[src/rtl/dottori_pkg.sv]
// dottori_pkg: shared sequencer state type and ROM geometry for the Dottori-Kun loader.
package dottori_pkg;
    typedef enum logic [2:0] {ST_HOLD, ST_RUN, ST_ARM, ST_LOAD, ST_FINISH} state_t;
    localparam int ROM_AW_DEF = 14;
    localparam int ROM_SIZE = 1 << ROM_AW_DEF;
endpackage

[src/rtl/rom_wr_stage.sv]
// rom_wr_stage: one-deep ROM write staging register with byte counter and checksum.
module rom_wr_stage #(
    parameter int AW = 14
) (
    input  logic          clk_i,
    input  logic          rst_ni,
    input  logic          clr_i,
    input  logic          wr_i,
    input  logic [AW-1:0] addr_i,
    input  logic [7:0]    data_i,
    output logic          we_o,
    output logic [AW-1:0] addr_o,
    output logic [7:0]    data_o,
    output logic [AW:0]   count_o,
    output logic [7:0]    sum_o
);
    logic          we_q;
    logic [AW-1:0] addr_q;
    logic [7:0]    data_q;
    logic [AW:0]   count_q, count_d;
    logic [7:0]    sum_q, sum_d;

    // count saturates instead of wrapping so an oversized stream still reads as "too long"
    always_comb begin
        count_d = clr_i ? '0 : (wr_i && count_q != '1) ? count_q + 1'b1 : count_q;
        sum_d = clr_i ? '0 : wr_i ? sum_q + data_i : sum_q;
    end

    always_ff @(posedge clk_i or negedge rst_ni) begin
        if (!rst_ni) begin
            we_q <= 1'b0;
            addr_q <= '0;
            data_q <= '0;
            count_q <= '0;
            sum_q <= '0;
        end else begin
            we_q <= wr_i;
            if (wr_i) begin
                addr_q <= addr_i;
                data_q <= data_i;
            end
            count_q <= count_d;
            sum_q <= sum_d;
        end
    end

    assign we_o = we_q;
    assign addr_o = addr_q;
    assign data_o = data_q;
    assign count_o = count_q;
    assign sum_o = sum_q;
endmodule

[src/rtl/rom_load_sequencer.sv]
// rom_load_sequencer: arbitrates the ROM port between CPU and HPS download,
// and holds the CPU in reset around loads and reset requests.
module rom_load_sequencer
    import dottori_pkg::*;
#(
    parameter int ROM_AW = ROM_AW_DEF,
    parameter int ARM_CYCLES = 2,
    parameter int HOLD_CYCLES = 16
) (
    input  logic              CLK_4M,
    input  logic              nRESET,
    input  logic              sys_reset,
    input  logic              dl_active,
    input  logic              dl_wr,
    input  logic [ROM_AW:0]   dl_addr,
    input  logic [7:0]        dl_data,
    output logic              dl_wait,
    input  logic [ROM_AW-1:0] cpu_addr,
    output logic              cpu_nreset,
    output logic [ROM_AW-1:0] rom_addr,
    output logic [7:0]        rom_din,
    output logic              rom_we,
    output logic [ROM_AW:0]   byte_count,
    output logic [7:0]        checksum,
    output logic              dl_done,
    output logic              dl_short,
    output logic              dl_range_err
);
    localparam int CMAX = (HOLD_CYCLES > ARM_CYCLES) ? HOLD_CYCLES : ARM_CYCLES;
    localparam int CW = $clog2(CMAX + 1);
    localparam logic [CW-1:0] HOLD_LAST = CW'(HOLD_CYCLES - 1);
    localparam logic [CW-1:0] ARM_LAST = CW'(ARM_CYCLES - 1);
    localparam logic [ROM_AW:0] FULL_COUNT = {1'b1, {ROM_AW{1'b0}}};

    state_t            state_q, state_d;
    logic [CW-1:0]     cnt_q, cnt_d;
    logic              act_q;
    logic              cpu_nreset_q, dl_wait_q, dl_done_q;
    logic              dl_short_q, dl_short_d, range_err_q, range_err_d;
    logic              rise, accept, arm_entry;
    logic [ROM_AW-1:0] stg_addr;

    // act_q resets low so a download already active at reset release is seen as a new one
    assign rise = dl_active && !act_q;
    assign accept = state_q == ST_LOAD && dl_wr;
    assign arm_entry = state_d == ST_ARM && state_q != ST_ARM;

    always_comb begin
        state_d = state_q;
        case (state_q)
            ST_HOLD:   state_d = rise ? ST_ARM : (cnt_q == HOLD_LAST) ? ST_RUN : ST_HOLD;
            ST_RUN:    state_d = rise ? ST_ARM : sys_reset ? ST_HOLD : ST_RUN;
            ST_ARM:    state_d = (cnt_q == ARM_LAST) ? ST_LOAD : ST_ARM;
            ST_LOAD:   state_d = dl_active ? ST_LOAD : ST_FINISH;
            ST_FINISH: state_d = ST_HOLD;
            default:   state_d = ST_HOLD;
        endcase
        cnt_d = (state_d != state_q) ? '0 : cnt_q + 1'b1;
        dl_short_d = arm_entry ? 1'b0 : (state_q == ST_FINISH) ? (byte_count != FULL_COUNT) : dl_short_q;
        range_err_d = arm_entry ? 1'b0 : (accept && dl_addr[ROM_AW]) ? 1'b1 : range_err_q;
    end

    always_ff @(posedge CLK_4M or negedge nRESET) begin
        if (!nRESET) begin
            state_q <= ST_HOLD;
            cnt_q <= '0;
            act_q <= 1'b0;
            cpu_nreset_q <= 1'b0;
            dl_wait_q <= 1'b0;
            dl_done_q <= 1'b0;
            dl_short_q <= 1'b0;
            range_err_q <= 1'b0;
        end else begin
            state_q <= state_d;
            cnt_q <= cnt_d;
            act_q <= dl_active;
            cpu_nreset_q <= state_d == ST_RUN;
            dl_wait_q <= state_d == ST_ARM;
            dl_done_q <= state_d == ST_FINISH;
            dl_short_q <= dl_short_d;
            range_err_q <= range_err_d;
        end
    end

    rom_wr_stage #(.AW(ROM_AW)) u_stage (
        .clk_i   (CLK_4M),
        .rst_ni  (nRESET),
        .clr_i   (arm_entry),
        .wr_i    (accept && !dl_addr[ROM_AW]),
        .addr_i  (dl_addr[ROM_AW-1:0]),
        .data_i  (dl_data),
        .we_o    (rom_we),
        .addr_o  (stg_addr),
        .data_o  (rom_din),
        .count_o (byte_count),
        .sum_o   (checksum)
    );

    assign rom_addr = (state_q == ST_LOAD || state_q == ST_FINISH) ? stg_addr : cpu_addr;
    assign cpu_nreset = cpu_nreset_q;
    assign dl_wait = dl_wait_q;
    assign dl_done = dl_done_q;
    assign dl_short = dl_short_q;
    assign dl_range_err = range_err_q;
endmodule

[config.mk]
export PLATFORM = sky130hd
export DESIGN_NAME = rom_load_sequencer
export DESIGN_NICKNAME = d
export VERILOG_FILES = /design/src/rtl/dottori_pkg.sv /design/src/rtl/rom_wr_stage.sv /design/src/rtl/rom_load_sequencer.sv
export SDC_FILE = /design/constraint.sdc
export NUM_CORES = 1
export LEC_CHECK = 0
export BUFFER_PORTS_ARGS = -buffer_cell sky130_fd_sc_hd__buf_2
export CAP_MARGIN = 5
export CORE_ASPECT_RATIO = 2
export CORE_MARGIN = 2
export CORE_UTILIZATION = 40
export CTS_CLUSTER_SIZE = 30
export DETAILED_ROUTE_END_ITERATION = 7
export PLACE_DENSITY_LB_ADDON = 0.3
export SYNTH_ARGS = -nofsm -noshare
export SYNTH_HDL_FRONTEND = slang
export SYNTH_SLANG_ARGS = --single-unit
export TNS_END_PERCENT = 1
[constraint.sdc]
create_clock -name CLK_4M -period 2.7 [get_ports CLK_4M]
set_input_delay 0.54 -clock CLK_4M [delete_from_list [all_inputs] [get_ports CLK_4M]]
set_output_delay 0.54 -clock CLK_4M [all_outputs]
set_load 0.1 [all_outputs]
## Word level (Yosys, flattened, before mapping)

Index checks and enable logic that the tools add are counted.

| word-level totals | value |
|---|---|
| word-level logic and storage cells | 60 |
| bits in writable memories | 0 |
| bits in registers | 60 |
| bits in latches | 0 |
| input bits | 42 |
| memories | 0 |
| ROM bits | 0 |
| output and inout bits | 51 |

| cells by class | value |
|---|---|
| mux-type cells | 17 |
| divide/modulo/power cells | 0 |
| equality and inequality tests | 13 |
| $add $sub $neg | 3 |
| $lt $le $gt $ge | 0 |
| bitwise gates (word level) | 0 |
| shift-type cells | 0 |
| reduce and logical (&&, ||, !) cells | 14 |
| multiply operators | 0 |

Operators by type and width:

| operator | count |
|---|---|
| 2-to-1 mux 15 bit | 2 |
| != test 15 bit, second input constant | 2 |
| 2-to-1 mux 8 bit | 2 |
| adder 15 x 1 -> 15 bit, second input constant | 1 |
| 2-to-1 mux 14 bit | 1 |
| one-hot mux 3 bit (4 select lines) | 1 |
| equality test 3 x 2 -> 1 bit, second input constant | 3 |
| adder 8 bit | 1 |
| nonzero test 2 bit | 4 |
| 2-to-1 mux 1 bit | 7 |
| equality test 3 x 1 -> 1 bit, second input constant | 2 |
| equality test 3 bit, second input constant | 2 |
| logical AND 1 bit | 6 |
| adder 5 x 1 -> 5 bit, second input constant | 1 |
| equality test 5 x 1 -> 1 bit, second input constant | 1 |
| equality test 5 x 4 -> 1 bit, second input constant | 1 |
| 2-to-1 mux 5 bit | 1 |
| 2-to-1 mux 2 bit | 2 |
| logical NOT 3 bit | 1 |
| 2-to-1 mux 3 bit | 1 |
| != test 3 x 2 -> 1 bit, second input constant | 1 |
| != test 3 bit | 1 |
| logical NOT 1 bit | 2 |
| logical OR 1 bit | 1 |

## Logic depth before layout (Yosys ltp)

| logic depth | value |
|---|---|
| word-level depth | 7 |
| gate-level depth with buffers | 8 |
| gate-level depth less buffers | 8 |

## Modules after synthesis

From an unflattened synthesis, not the netlist that was laid out.

| unflattened totals | value |
|---|---|
| cell total of the unflattened synthesis | 279 |
| area, all modules | 3140.5 sq um |

By module, submodules not included:

| module | sequential area each (sq um) | area an instance (sq um) | cells an instance | instances |
|---|---|---|---|---|
| rom_wr_stage | 1151.1 | 2253.4 | 195 | 1 |
| rom_load_sequencer | 350.3 | 887.1 | 84 | 1 |

## Least setup slack after synthesis

OpenSTA, ideal clock, no wires.

| timing path | value |
|---|---|
| path kind | flip-flop to flip-flop |
| start point | register u_stage.count_q[1] (netlist: u_stage.count_o[1]) |
| end point | register u_stage.count_q[5] (netlist: u_stage.count_o[5]) |
| arrival | 2301 ps |
| data required time | 2613 ps |
| setup time | 87 ps |
| period minus slack after synthesis | 2388 ps |
| buffers on the path | 1 |
| cell stages (with the launch flop) | 8 |
| slack | 312 ps |
| cells stage by stage | dfrtp_1 > ha_1 > nand3_1 > nor3_1 > a21oi_2 > or2_2 > clkbuf_1 > o211ai_1 |

| between the ends | value |
|---|---|
| longest elaborated chain between the ends | 3 |
| elaborated cells on any way between the ends | 6 |
| those cells by class | 1 x add/sub; 1 x eq/ne; 2 x mux; 2 x reduce/logical |

Ends and longest elaborated chain:

| what | line | text |
|---|---|---|
| from (decl) | rom_wr_stage.sv:20 | `logic [AW:0] count_q, count_d;` |
| from (signal assigned) | rom_wr_stage.sv:42 | `count_q <= count_d;` |
| adder 15 x 1 -> 15 bit or != test 15 bit (tied branches) | rom_wr_stage.sv:25 | `count_d = clr_i ? '0 : (wr_i && count_q != '1) ? count_q + 1'b1 : count_q;` |
| 2-to-1 mux 15 bit or logical AND 1 bit (tied branches) | rom_wr_stage.sv:25 |  |
| 2-to-1 mux 15 bit or nonzero test 2 bit (tied branches) | -- |  |

Parallel ways exist; a longest one is shown, timed or not. The select of a mux whose other input is x is not followed.
A chain may end at the register's enable or synchronous reset.

## Worst setup path in the final report

| timing path | value |
|---|---|
| start point | register state_q[1] |
| end point | output port rom_addr[0] |

| between the ends | value |
|---|---|
| longest elaborated chain between the ends | 3 |
| elaborated cells on any way between the ends | 4 |
| those cells by class | 2 x eq/ne; 1 x mux; 1 x reduce/logical |

Ends and longest elaborated chain:

| what | line | text |
|---|---|---|
| from (decl) | rom_load_sequencer.sv:35 | `state_t state_q, state_d;` |
| from (signal assigned) | rom_load_sequencer.sv:74 | `state_q <= state_d;` |
| equality test 3 x 2 -> 1 bit or equality test 3 bit (tied branches) | rom_load_sequencer.sv:99 | `assign rom_addr = (state_q == ST_LOAD \|\| state_q == ST_FINISH) ? stg_addr : cpu_addr;` |
| logical OR 1 bit (*) | rom_load_sequencer.sv:99 |  |
| 2-to-1 mux 14 bit (*) | rom_load_sequencer.sv:99 |  |
| to (decl) | rom_load_sequencer.sv:20 | `output logic [ROM_AW-1:0] rom_addr,` |

Every way passes the cells marked *; elsewhere a longest branch is shown, timed or not.

==> flow_summary.yaml <==
run_status:
  status: "complete, no violations"
grt:
  grt_max_degree: 40
  grt_pass1_vias: 2770
  grt_pass1_wl_um: 12630
  antenna_found_initial: 0
  track_usage_pct: 19.48
  gr-total-overflow: 0
clock_tree:
  clk_latency_ns: 0.33
  clockBufferDepth: 2
  cts_buffers: 9
  postCtsSetupRepairBufs: 0
  clk_pin_slew_ns: 0.05
  htree_levels: 3
  tritoncts: "built"
  cts-root-buf: "clkbuf_16"
  clkSinkCount: 60
worst_setup_path:
  r2r_end: "u_stage.count_o[12]"
  cp_top_family: "flip-flops"
  crit_type: "reg2out"
  crit_path_frequent_cell: "nor2_1"
  crit_cells: 6
  cp-start-kind: "flip-flop"
  path_cells: "nand2_1 > nor2_1 > nor2_1 > buf_4 > mux2_2 > buf_12"
  startpoint: "state_q[1]"
  slowest_stage: "dfrtp_1"
  r2r_start: "state_q[2]"
  cp_slowest_stage_delay_ns: 0.49
  reg2reg_depth: 6
  critPathArrivalTime_ns: 2.01
  cp_data_required_time_ns: 2.16
  ff2ff_setup_slack_ns: 0.57
  critPathMaxFanout: 14
  worstSetupEndpointType: "output pin"
  crit_buf_inv: 2
timing:
  fin_skew_ns: 0.006096
  setup_tns_ns: 0
  max_freq_mhz: 392.2
  final.min_clock_period_ns: 2.550
  finalHoldViolations: 0
  setup_viol: 0
  slew_violations: 0
  post-route-period-util_pct: 94.44
  grt_setup_unrepaired: "no"
  max_slew_margin_pct: 53.81
  tightest_slew_ns: 0.6865
route:
  wl_per_cell_um: 14.60
  postRouteAntennaNets: 0
  drt_iter0_markers: 127
  wl_um: 7592
  viasPerCell: 5.217
  drc: 0
  vias: 2713
  drtPass1Iterations: 4
placed_design:
  hpwl_um: 5783
  routabilityCongestion: 0.9049
  io_buffers: 92
  placed_cells: 504
finish:
  diodes: 0
  final_cells: 520
  fin_nets: 476
  area_growth_pct: 34.38
  drive_gt1_share_pct: 32.16
power_and_ir_drop:
  power_density_nw_per_um2: 1345
  ir_drop_v: 0.0006645
  leakagePower_nw: 2.203
logic_synthesis:
  netlist.area_leader.share_pct: 47.87
  syn_inst: 327
  ys_ff_latch: 60
  syn_nets: 382
  yosys.area.top_type: "dfrtp_1"
  synth.avg_cell_area_um2: 9.593
  synth_edf_count: 0
  ys_async_sr_fraction_pct: 100.0
  ys_seq_area_share_pct: 47.87
  synth_top_flop_cell: "dfrtp_1"
  synthTopCellsByArea: "dfrtp_1 48%, nand2_1 9.5%, mux2_2 5.0%"
  yosysWarnings: 0
  yosysMostFrequentCell: "nand2_1"
  yosysUniqueCellTypes: 49
  syn_area_um2: 3137
  synthTopCellsByCount: "79 x nand2_1, 60 x dfrtp_1, 15 x o21ai_0"
flow_run:
  drv_cap: 0
die:
  pin_count: 93
  die_w_um: 66.62
  std_cell_rows: 45
  dieArea_um2: 8609
  core_um2: 7601
  die_y_um: 129.2
  start_util_pct: 41.27
min_path:
  hold_path_class: "in2async"
## worst max-delay path by stage
| stage | to | slack (ns) |
|---|---|---|
| 2_1_floorplan | u_stage.count_o[5] | 0.31 |
| 3_3_place_gp | rom_addr[0] | 0.48 |
| 3_5_place_dp | rom_addr[0] | 0.45 |
| 4_1_cts | rom_addr[0] | 0.09 |
| 5_1_grt | rom_addr[0] | 0.03 |
| 6_report | rom_addr[0] | 0.15 |
## kinds of logic (layout without fill, tap and decap cells)
group	count (synthesis)	after routing	synth area share, %
AND/OR/NAND/NOR	149	149	23.02
adder cells (fa/ha/maj)	13	13	5.425
multiplexers	20	20	7.100
XOR/XNOR	8	8	2.234
AO/OA/AOI/OAI	49	49	10.05
flip-flops	60	60	47.87
buffers and inverters	28	127	4.308
## layout make-up
| type | count | area (µm²) |
|---|---|---|
| Timing Repair Buffer | 98 | 728.2 |
| Tap cell | 94 | 117.6 |
| Sequential cell | 60 | 1503 |
| Clock buffer | 11 | 242.7 |
| Fill cell | 691 | 3386 |
| Inverter | 13 | 48.80 |
| Clock inverter | 5 | 75.07 |
| Multi-Input combinational cell | 239 | 1500 |
## layer usage
| metal | vias to the layer above | track usage [%] | part of all wire [%] | routed length [µm] |
|---|---|---|---|---|
| li1 | 1328 | - | - | - |
| met1 | 1293 | 20.21 | 36 | 2734 |
| met2 | 77 | 35.18 | 56 | 4229 |
| met3 | 15 | 4.774 | 5.2 | 396 |
| met4 | 0 | 9.964 | 3.1 | 232 |
| met5 | - | 0 | 0 | 0 |
## sequential cells by signal (all words and copies together), names as in the netlist, 3 cells and up
name and count:
u_stage.sum_o 8, u_stage.addr_o 14, u_stage.data_o 8, cnt_q 5, u_stage.count_o 15, state_q 3
## timing repair
| item | CTS | global route |
|---|---|---|
| hold buffers | 0 | 0 |
| resized for setup | 0 | 1 |
| setup endpoints to repair | 0 | 6 |
## layout by cell type, fill, tap and decap left out, drive strengths merged, types with 4 or more instances in the layout
cell    instances
dfrtp          60
nor4            8
xor2            4
clkbuf         11
nand2          79
nand4           4
nand3          13
a31oi           4
mux2           15
inv            13
buf            98
nor2           12
a21oi          11
ha             12
mux2i           5
nand2b          4
xnor2           4
and3            5
o21ai          15
a21o            4
nor3            8
## power breakdown
| group | switching [mW] | internal, mW | total (mW) |
|---|---|---|---|
| clock network | 0.384 | 0.827 | 1.21 |
| registers | 0.238 | 1.19 | 1.43 |
| logic | 2.25 | 0.779 | 3.03 |
| total | 2.87 | 2.80 | 5.67 |
## through the flow
| stage | area [µm²] | hold WS (ns) | worst slack (ns) | util [%] | power, mW |
|---|---|---|---|---|---|
| 6_report | 4215 | 0.2565 | 0.1500 | 55.46 | 5.670 |
| 3_5_place_dp | 3896 | 0.4582 | 0.4509 | 51.26 | 4.492 |
| 5_1_grt | 4215 | 0.3234 | 0.02538 | 55.46 | 5.959 |
| 4_1_cts | 4214 | 0.2706 | 0.08886 | 55.44 | 5.726 |
| 2_1_floorplan | 3137 | 0.2444 | 0.3121 | - | 3.782 |
| 3_3_place_gp | 3896 | 0.4539 | 0.4800 | 51.26 | 4.444 |
Power figures use the tool's default switching activity.
